### config.mk
export PLATFORM = sky130hd
export DESIGN_NAME = palette_ram_cycler
export DESIGN_NICKNAME = d
export VERILOG_FILES = /design/src/rtl/palette_ram_cycler.sv
export SDC_FILE = /design/constraint.sdc
export NUM_CORES = 1
export LEC_CHECK = 0
export ABC_CLOCK_PERIOD_IN_PS = 2700
export BUFFER_PORTS_ARGS = -buffer_cell sky130_fd_sc_hd__buf_2
export CAP_MARGIN = 25
export CORE_ASPECT_RATIO = 0.9
export CORE_MARGIN = 2
export CORE_UTILIZATION = 55
export CTS_CLUSTER_SIZE = 12
export DETAILED_ROUTE_END_ITERATION = 8
export GPL_ROUTABILITY_DRIVEN = 1
export PLACE_DENSITY = 0.69
export SLEW_MARGIN = 20
export SYNTH_ARGS = -nofsm -noshare
export SYNTH_HDL_FRONTEND = slang
export SYNTH_SLANG_ARGS = --single-unit
### constraint.sdc
create_clock -name Clk -period 2.7 [get_ports Clk]
set_input_delay 0.135 -clock Clk [delete_from_list [all_inputs] [get_ports Clk]]
set_output_delay 0.135 -clock Clk [all_outputs]
set_load 0.05 [all_outputs]
### src/rtl/palette_ram_cycler.sv
// palette_ram_cycler: writable RGB palette with 2-stage lookup, write forwarding, transparency key and colour cycling
module palette_ram_cycler #(
  parameter int INDEX_W      = 4,
  parameter int CH_W         = 4,
  parameter int TRANSP_INDEX = 0,
  parameter int CYCLE_START  = 8,
  parameter int CYCLE_LEN    = 3,
  parameter int CYCLE_PERIOD = 2
) (
  input  logic                Clk,
  input  logic                Reset,
  input  logic                frame_start,
  input  logic                cycle_en,
  input  logic                wr_en,
  input  logic [INDEX_W-1:0]  wr_addr,
  input  logic [3*CH_W-1:0]   wr_data,
  input  logic                pix_valid,
  input  logic [INDEX_W-1:0]  index,
  input  logic                blank,
  output logic                out_valid,
  output logic [CH_W-1:0]     red,
  output logic [CH_W-1:0]     green,
  output logic [CH_W-1:0]     blue,
  output logic                transparent
);
  localparam int DW = 3 * CH_W;
  localparam int N = 2 ** INDEX_W;
  localparam int XW = INDEX_W + 1;
  localparam int FW = $clog2(CYCLE_PERIOD + 1);
  localparam logic [XW-1:0] cs = XW'(CYCLE_START);
  localparam logic [XW-1:0] cl = XW'(CYCLE_LEN);
  localparam logic [INDEX_W-1:0] ti = INDEX_W'(TRANSP_INDEX);
  localparam logic [FW-1:0] pl = FW'(CYCLE_PERIOD - 1);
  logic [DW-1:0] pal [N];
  logic [XW-1:0] off, ext, rel, sum, wrap;
  logic [FW-1:0] fcnt;
  logic in_rng;
  logic [INDEX_W-1:0] remap;
  logic s1_v, s1_b, s1_t;
  logic [INDEX_W-1:0] s1_idx;
  logic [DW-1:0] rd;
  // rel and off are both below CYCLE_LEN, so one conditional subtract implements the modulo
  always_comb begin
    ext = {1'b0, index};
    in_rng = (ext >= cs) && (ext < cs + cl);
    rel = ext - cs;
    sum = rel + off;
    wrap = (sum >= cl) ? sum - cl : sum;
    remap = in_rng ? INDEX_W'(cs + wrap) : index;
    rd = (wr_en && wr_addr == s1_idx) ? wr_data : pal[s1_idx];
  end
  always_ff @(posedge Clk) begin
    if (Reset) begin
      for (int i = 0; i < N; i++) pal[i] <= '0;
      off <= '0;
      fcnt <= '0;
      s1_v <= 1'b0;
      s1_b <= 1'b0;
      s1_t <= 1'b0;
      s1_idx <= '0;
      out_valid <= 1'b0;
      red <= '0;
      green <= '0;
      blue <= '0;
      transparent <= 1'b0;
    end else begin
      if (wr_en) pal[wr_addr] <= wr_data;
      if (cycle_en && frame_start) begin
        fcnt <= (fcnt == pl) ? '0 : fcnt + 1'b1;
        if (fcnt == pl) off <= (off == cl - 1'b1) ? '0 : off + 1'b1;
      end
      s1_v <= pix_valid;
      s1_b <= blank;
      s1_t <= (index == ti);
      s1_idx <= remap;
      out_valid <= s1_v;
      if (s1_v) begin
        {red, green, blue} <= (s1_b || s1_t) ? '0 : rd;
        transparent <= s1_t && !s1_b;
      end
    end
  end
endmodule

==> metrics.md <==
| Metric | Value |
|---|---|
| PwrDens | `roughly 670 nW/um2` |
| Sequential area share after synthesis | `0.616` |
| Relative slew slack | `0.570` |
| DR pass1 iterations | `5` |
| Final core utilization | `0.630` |
| PostCTS Resize Cnt | `0` |
| Setup CP Type | `flip-flop to flip-flop` |
| Die X | `148 um` |
| Synth cell types | `45` |
| Tot GR Track Use | `0.250` |
| Synthesized flop and latch total | `220` |
| DP Cell Count | `between 900 and 1000` |
| CP max stage cell | `fa_1` |
| # H-tree levels | `1` |
| First-pass GRT wire length | `36.8 mm` |
| Antenna violations before repair | `0` |
| Synthesis warning total | `0` |
| Share of layout cells above drive strength 1 | `0.222` |
| Clock-pin slew on the worst setup and hold paths | `0.06 ns` |
| Main flop type after synthesis | `edfxtp_1` |
| Hold WC Path Type | `primary input to flip-flop` |
| Final Wtd Congestion | `0.894` |
| Routed vias | `between 6000 and 7000` |
| Post-synth EDFFs | `192` |
| Asr flop ratio synth | `0` |
| Average vias per placed instance | `5.92` |
| Final Max Tran Viols | `0` |
| WP data required | `3.11 ns` |
| Synthesized area | `10300 um2` |
| Period minus WS final | `2.58 ns` |
| Clk sink count | `220` |
| # nets final | `809` |
| Final worst-path cycle share | `0.956` |
| Starting Density | `0.560` |
| Placeable Area | `18300 um2` |
| DP HPWL | `between 15 and 20 mm` |
| Status | `complete, no violations` |
| Final hold viol count | `0` |
| CP max FO | `5` |
| Final WL | `about 24 mm` |
| Clock latency on the worst-skew pair | `0.51 ns` |
| Maximum vdd drop | `637 uV` |
| CTS root buf | `clkbuf_16` |
| Worst Skew | `about 0.014 ns` |
| Synthesized net count | `759` |
| CP most frequent cell | `ha_1` |
| Final Cell Area | `11600 um2` |
| Die ar. | `19800 um2` |
| Total gr overflow | `0` |
| # rows | `47` |
| Critical path startpoint category | `flip-flop` |
| CP endpoint kind | `flip-flop` |
| CTS Buf Count | `23` |
| Max clock buf depth | `3` |
| Final ANT Viol Nets | `0` |
| P_leak | `0.00416 uW` |
| Layout Cells excl Fill | `between 1000 and 1500` |
| DR iter-0 viols | `570` |
| Critical path arrival | `between 2 and 3 ns` |
| CP Cell Sequence | `ha_1 -> ha_1 -> inv_1 -> fa_1 -> a21bo_2 -> nor3_1 -> nand3_1 -> mux2i_1 -> a211oi_1` |
| Placed inst area | `about 11000 um2` |
| DRC errors left | `0` |
| Area growth syn-to-layout | `12.5%` |
| Pin count of the biggest net entering global routing | `34` |
| Port Buffer Count | `40` |
| Wire length per cell | `about 23 um` |
| Max Cap Viol | `0` |
| CTS tree | `built` |
| Ant diodes | `0` |
| Syn Area/Cell | `14.3 um2` |
| Measured slew at the worst slew-check pin | `0.643 ns` |
| Chip Height | `134 um` |
| CP peak stage delay | `0.53 ns` |
| Peak Freq | `around 0.39 GHz` |
| Setup Viol. Count Final | `0` |
| I/O Pins | `41` |
| Number of global-route vias before repair | `slightly above 6000` |
| Total Power | `7700 uW` |
| Cells after Synth | `721` |
| Final setup TNS | `0 ns` |
| Most frequent cells in the layout | `192 x and2_1, 192 x edfxtp_1, 46 x mux4_2` |
| Unrepaired setup endpoints after global routing | `no` |
## state kept, by name (all words and copies together), names as in the netlist
| signal | flops |
|---|---|
| s1_idx | 4 |
| transparent | 1 |
| off | 5 |
| fcnt | 2 |
| s1_b | 1 |
| green | 4 |
| blue | 4 |
| s1_v | 1 |
| s1_t | 1 |
| out_valid | 1 |
| pal | 192 |
| red | 4 |
## critical path, delay by kind of cell, from the launching register on
kind                       cells  cell delay, ns
DFF                            1            0.36
buffers and inverters          1            0.07
muxes                          1            0.17
and+or+nand+nor                2            0.41
adders and majority gates      3            1.00
AOI/OAI and AO/OA              2            0.50
## final timing paths
check,from,endpoint,slack (ns),depth (start not counted)
setup / recovery,off[1],s1_idx[1],0.12,9
hold / removal,wr_data[4],green[0],0.13,3
setup reg to reg,off[1],s1_idx[1],0.12,9
hold reg to reg,transparent,transparent,0.48,2
## power breakdown
| group | internal (uW) | total, uW | switching (uW) |
|---|---|---|---|
| clock network | 1760 | 3020 | 1250 |
| logic | 310 | 732 | 422 |
| registers | 3880 | 3950 | 73.0 |
| total | 5950 | 7700 | 1750 |
## Yosys cell counts, types with 2 or more instances
cell / count / area share
nor3_1: 6 / 0.0029
xnor2_1: 5 / 0.0043
a41o_1: 12 / 0.012
edfxtp_1: 192 / 0.56
o21ai_0: 11 / 0.0054
mux4_2: 46 / 0.10
nor2_1: 26 / 0.0095
nand4_1: 2 / 0.0012
ha_1: 10 / 0.012
buf_2: 10 / 0.0049
nand2_1: 15 / 0.0055
mux2i_1: 2 / 0.0019
nand3_1: 6 / 0.0029
nand2b_1: 17 / 0.010
mux2_2: 11 / 0.012
inv_1: 7 / 0.0026
clkbuf_1: 37 / 0.014
and2_1: 192 / 0.12
or2_2: 16 / 0.0097
a21oi_1: 15 / 0.0073
dfxtp_1: 28 / 0.055
mux4_1: 2 / 0.0051
a22oi_1: 11 / 0.0080
xor2_1: 8 / 0.0068
nor2b_1: 6 / 0.0037
buf_6: 6 / 0.0066
a211oi_1: 2 / 0.0015
nand3b_1: 3 / 0.0022
## cell type report
cell class | count | area [um2]
Inverter | 7 | 26.3
Tap cell | 245 | 307
Clock inverter | 4 | 46.3
Clock buffer | 38 | 662
Timing Repair Buffer | 79 | 543
Sequential cell | 220 | 6330
Multi-Input combinational cell | 440 | 3650
Fill cell | 1377 | 6790
## logic make-up (layout without fill, tap and decap cells)
kind of cell	after synthesis	in the layout	synth area share
adder cells (fa/ha/maj)	11	11	0.0141
XOR/XNOR	13	13	0.0111
multiplexers	61	61	0.120
flip-flops	220	220	0.616
buffers and inverters	61	128	0.0295
AND/OR/NAND/NOR	296	296	0.170
AO/OA/AOI/OAI	59	59	0.0399
## timing repair
action | 4_1_cts | 5_1_grt
hold buffers | 10 | 0
endpoints found under the hold margin | 9 | 0
buffers inserted | 0 | 0
## metal layers
| metal | part of all wire | track usage | vias up | wire, um |
|---|---|---|---|---|
| met5 | 0 | 0 | - | 0 |
| li1 | - | - | 2720 | - |
| met3 | 0.074 | 0.0442 | 47 | 1770 |
| met2 | 0.48 | 0.391 | 225 | 11400 |
| met4 | 0.030 | 0.0746 | 0 | 707 |
| met1 | 0.42 | 0.365 | 3126 | 10000 |
## stage by stage
step,hold slack [ns],setup WS (ns)
detailed placement,0.359,0.178
CTS,0.114,0.158
global placement,0.346,0.318
finish,0.128,0.120
global route,0.161,0.00776
floorplan,0.207,0.420
Power figures use the tool's default switching activity.
